### config.mk
export PLATFORM = sky130hd
export DESIGN_NAME = elapsed_timer
export DESIGN_NICKNAME = d
export VERILOG_FILES = /design/src/rtl/elapsed_timer.sv
export SDC_FILE = /design/constraint.sdc
export NUM_CORES = 1
export LEC_CHECK = 0
export ABC_CLOCK_PERIOD_IN_PS = 3300
export CAP_MARGIN = 40
export CORE_ASPECT_RATIO = 2
export CORE_MARGIN = 2
export CORE_UTILIZATION = 40
export CTS_CLUSTER_DIAMETER = 150
export DETAILED_ROUTE_END_ITERATION = 7
export PLACE_DENSITY_LB_ADDON = 0.08
export SLEW_MARGIN = 20
export SYNTH_ARGS = -nofsm -noshare
export SYNTH_HDL_FRONTEND = slang
export SYNTH_SLANG_ARGS = --single-unit
### constraint.sdc
create_clock -name clk -period 3.3 [get_ports clk]
set_input_delay 0.66 -clock clk [delete_from_list [all_inputs] [get_ports clk]]
set_output_delay 0.66 -clock clk [all_outputs]
set_load 0.01 [all_outputs]
### src/rtl/elapsed_timer.sv
// elapsed_timer
//   BCD stopwatch with an mm:ss display (mt mo : st so). It advances one second per
//   tick while running. When the count reaches MAX_MT9:59 it stops there and holds.
//   A preset can be loaded while idle or paused.
//
// Parameters
//   MAX_MT      highest permitted minutes-tens digit (1..9)
//
// Ports
//   clk         system clock, rising edge
//   rst         synchronous, active-low reset
//   tick        one-cycle count enable (nominally 1 Hz)
//   start       begin or resume counting
//   stop        pause counting
//   clear       zero all digits and return to idle
//   load        preset request, accepted only in idle or pause with valid BCD digits
//   load_value  BCD preset {mt,mo,st,so}
//   so/st/mo/mt seconds-ones, seconds-tens, minutes-ones, minutes-tens digits
//   running     high while counting
//   full        high once the count has saturated at MAX_MT9:59
//   min_carry   one-cycle pulse on every seconds 59->00 rollover
//   load_err    one-cycle pulse when a load request is refused
module elapsed_timer #(
  parameter int unsigned MAX_MT = 9
) (
  input  logic        clk,
  input  logic        rst,
  input  logic        tick,
  input  logic        start,
  input  logic        stop,
  input  logic        clear,
  input  logic        load,
  input  logic [15:0] load_value,
  output logic [3:0]  so,
  output logic [3:0]  st,
  output logic [3:0]  mo,
  output logic [3:0]  mt,
  output logic        running,
  output logic        full,
  output logic        min_carry,
  output logic        load_err
);

  localparam logic [1:0] S_IDLE  = 2'd0;
  localparam logic [1:0] S_RUN   = 2'd1;
  localparam logic [1:0] S_PAUSE = 2'd2;
  localparam logic [1:0] S_FULL  = 2'd3;

  localparam logic [3:0] MAX_MT_D = 4'(MAX_MT);

  logic [1:0] state;
  logic [1:0] state_nx;
  logic [3:0] so_nx, st_nx, mo_nx, mt_nx;
  logic       carry_nx, err_nx;

  // A preset is acceptable only if every digit lies in its legal display range.
  function automatic logic preset_ok(input logic [15:0] v);
    return (v[3:0] <= 4'd9) && (v[7:4] <= 4'd5) &&
           (v[11:8] <= 4'd9) && (v[15:12] <= MAX_MT_D);
  endfunction

  // The priority is clear > load > stop > start > tick. Each branch ends the cycle's
  // decision, so a tick that arrives together with any higher-priority request is dropped.
  always_comb begin
    state_nx = state;
    so_nx    = so;
    st_nx    = st;
    mo_nx    = mo;
    mt_nx    = mt;
    carry_nx = 1'b0;
    err_nx   = 1'b0;
    if (clear) begin
      state_nx = S_IDLE;
      so_nx    = 4'd0;
      st_nx    = 4'd0;
      mo_nx    = 4'd0;
      mt_nx    = 4'd0;
    end else if (load) begin
      if ((state == S_IDLE || state == S_PAUSE) && preset_ok(load_value)) begin
        {mt_nx, mo_nx, st_nx, so_nx} = load_value;
      end else begin
        err_nx = 1'b1;
      end
    end else if (stop) begin
      if (state == S_RUN) state_nx = S_PAUSE;
    end else if (start) begin
      if (state == S_IDLE || state == S_PAUSE) state_nx = S_RUN;
    end else if (tick && state == S_RUN) begin
      if (so != 4'd9) begin
        so_nx = so + 4'd1;
      end else if (st != 4'd5) begin
        so_nx = 4'd0;
        st_nx = st + 4'd1;
      end else if (mo != 4'd9) begin
        so_nx    = 4'd0;
        st_nx    = 4'd0;
        mo_nx    = mo + 4'd1;
        carry_nx = 1'b1;
      end else if (mt != MAX_MT_D) begin
        so_nx    = 4'd0;
        st_nx    = 4'd0;
        mo_nx    = 4'd0;
        mt_nx    = mt + 4'd1;
        carry_nx = 1'b1;
      end else begin
        // The count is already at its top value. Hold the digits and do not
        // report a minute carry, because no rollover happens.
        state_nx = S_FULL;
      end
    end
  end

  // Register stage: state, digits and flags all update on the same edge.
  always_ff @(posedge clk) begin
    if (!rst) begin
      state     <= S_IDLE;
      so        <= 4'd0;
      st        <= 4'd0;
      mo        <= 4'd0;
      mt        <= 4'd0;
      running   <= 1'b0;
      full      <= 1'b0;
      min_carry <= 1'b0;
      load_err  <= 1'b0;
    end else begin
      state     <= state_nx;
      so        <= so_nx;
      st        <= st_nx;
      mo        <= mo_nx;
      mt        <= mt_nx;
      running   <= (state_nx == S_RUN);
      full      <= (state_nx == S_FULL);
      min_carry <= carry_nx;
      load_err  <= err_nx;
    end
  end

endmodule

==> impl_results.md <==
- Most frequent cells in the layout: clkdlybuf4s50_1 (42), dfxtp_1 (22), nand2_1 (17)
- Startpoint Class: primary input
- ANT nets after route: 0
- Initial DRC Count: 26
- Total GRT Usage: 20.45%
- Minimum clock period after layout: 2.595 ns
- RSZ-0062 raised after global routing: false
- Share of cells above drive strength 1: 6.373%
- Tcrit/Tclk final: 78.65%
- Hold-fix buffers, CTS: 0
- Largest net degree at the start of global routing: 36
- Setup TNS: 0 ns
- Clk slew on worst S/H paths: 0.07 ns
- Commonest non-fill, non-tap cell in the layout: clkdlybuf4s50_1
- Fill cells: 317
- Pre-CTS setup slack: 0.4897 ns
- Critical path class: in2reg
- Pwr Density: 285.6 nW/um2
- Final instance area: 1828 um2
- Met2 wire len: 2131 um
- Port bufs: 42
- IO Count: 43
- Inserted Diodes: 0
- Syn Std Cell Area: 1354 um2
- FF/Latch Area: 440.4 um2
- CTS tree: done
- Max IR drop VDD: 0.2286 mV
- Cells after Synth: 165
- Final Hold Viols: 0
- Final net count: 231
- # DRC: 0
- Vias post-DR: 1,418
- Clk Latency, worst-skew pair: 0.27 ns
- PnR worst setup slack: 0.7045 ns
- Post-DP HPWL: 2827 um
- Post-Syn Nets: 190
- R2R Setup Slk: 1.22 ns
- GRT Residual Overflow: 0
- Postcts setup bufs: 0
- Crit Reg-Reg Endpoint: st[3]$_SDFFE_PP0P_
- Placed inst area: 1787 um2
- Highest metal used: met4
- Max Cap Viol: 0
- CTS Buffer Depth: 2
- Req. time, crit path: 3.46 ns
- TritonCTS buffer count: 3
- Die height: 86.27 um
- Wire per inst: 16.16 um
- TritonRoute pass-1 iters: 4
- WHS Path Cells: 2
- Synth cell types: 40
- Sequential fraction of the synthesis area: 32.53%
- CP Capture Type: flip-flop
- Routed WL: 3798 um
- H-tree Lvls: 1
- Rel. slew slack: 50.20%
- Worst R2R Path Depth: 5
- Initial antenna violation count: 0
- Slew @ Worst Pin: 0.7470 ns
- Post-Syn Area per Cell: 8.205 um2
- # rows: 29
- Number of global-route vias before repair: 1,358
- Fmax: 385.3 MHz
- Core Box Area: 3193 um2
- Slew Limit Fails: 0
- Routability congestion estimate: 0.8774
- First-pass GRT wire length: 6099 um
- Initial core utilization: 42.40%
- Post-cts resize count: 0
- HP Class: reg2reg
- # setup viols final: 0
- Outcome: completed
- Die Width: 45.14 um
- Synth warnings: 0
- Endpoint, Worst Hold: mt[1]$_SDFFE_PP0P_
- Lkg Pwr: 0.6278 nW
- Root buffer cell: clkbuf_8
- Hold Crit Start: mt[1]$_SDFFE_PP0P_
- Die area: 3894 um2
- Area grow syn2layout: 35.03%
- Multi-input logic area: 860.8 um2
- Clk_skew: 0.006879 ns
- CP Max Fanout: 6
- Data arrival, critical path: 2.76 ns
- Yosys reg bits: 22
- CTS sink count: 22
- DR vias/cell: 6.034
- Crit Reg-Reg Startpoint: state[0]$_SDFF_PN0_
- Metal-1 WL: 1478 um
- WL met3: 126 um
==> worst max-delay path by stage <==
stage                  startpoint            endpoint
global placement    load_value[5]  st[3]$_SDFFE_PP0P_
finish              load_value[5]  st[3]$_SDFFE_PP0P_
global route        load_value[5]  st[3]$_SDFFE_PP0P_
floorplan                    load  mt[3]$_SDFFE_PP0P_
CTS                 load_value[5]  st[3]$_SDFFE_PP0P_
detailed placement  load_value[5]  st[3]$_SDFFE_PP0P_
==> report_power, final <==
part           total (mW)  internal [mW]  switching (mW)
sequential          0.270          0.268         0.00275
clock               0.171         0.0818          0.0892
combinational      0.0805         0.0413          0.0392
total               0.522          0.391           0.131
==> synthesized netlist by cell type (all sizes together) <==
library cell,instances,share of area (%)
o311ai,1,0.65
nand4bb,1,0.83
inv,5,1.4
clkbuf,6,1.7
a32o,6,4.4
a21bo,2,1.5
mux2i,5,3.7
a21oi,14,5.2
nand3,8,3.0
and4bb,4,3.7
nor2b,7,3.2
and3,3,1.4
a31oi,1,0.46
o21ai,14,5.2
a21o,1,0.55
ha,2,1.8
and3b,1,0.65
buf,1,0.83
nand2,17,4.7
nor2,15,4.2
nor3,4,1.5
and2,2,0.92
o22ai,3,2.3
a311oi,1,0.65
nand2b,4,1.8
nand4,2,2.0
dfxtp,22,33
xor2,1,0.65
a211oi,3,1.7
nand3b,1,0.55
o211ai,1,0.55
o31a,2,1.3
a221oi,2,1.3
nor4b,1,0.65
a22oi,1,0.55
o32ai,1,2.0
==> registers in the layout, indices dropped and copies added (netlist names) <==
name       cells
mo             4
mt             4
so             4
st             4
state          2
full           1
load_err       1
min_carry      1
running        1
==> kinds of logic after synthesis <==
| group | share of synthesized area, % |
|---|---|
| compound gates | 28.28 |
| xor+xnor | 0.6471 |
| fa+ha+maj | 1.848 |
| buf+inv | 3.882 |
| flops | 32.53 |
| mux | 3.697 |
| simple gates | 29.11 |
==> per-layer routing <==
layer / global-route usage, % / vias up
met2: 37.14 / 42
li1: - / 693
met1: 23.22 / 678
met4: 7.219 / 0
met3: 2.292 / 5
met5: 0 / -
==> metrics by stage <==
stage	cells	hold WS (ns)	power, mW	util, %
5_1_grt	235	0.6036	0.5400	57.25
6_report	235	0.5559	0.5220	57.25
3_3_place_gp	232	0.5318	0.3544	55.96
4_1_cts	235	0.5627	0.5223	57.25
2_1_floorplan	165	0.5015	0.3143	-
3_5_place_dp	232	0.5497	0.3564	55.96
==> cell type report <==
type / count / share of cell area [%]
Multi-Input combinational cell: 131 / 47.09
Sequential cell: 22 / 24.09
Timing Repair Buffer: 43 / 23.41
Clock buffer: 3 / 2.259
Tap cell: 31 / 2.122
Inverter: 5 / 1.027
==> critical path: stages <==
cell	delay [ns]
clkdlybuf4s50_1	0.42
a211oi_1	0.36
nand4_1	0.36
o21ai_1	0.50
o21ai_0	0.16
a32o_1	0.28
(Power assumes the default switching activity.)
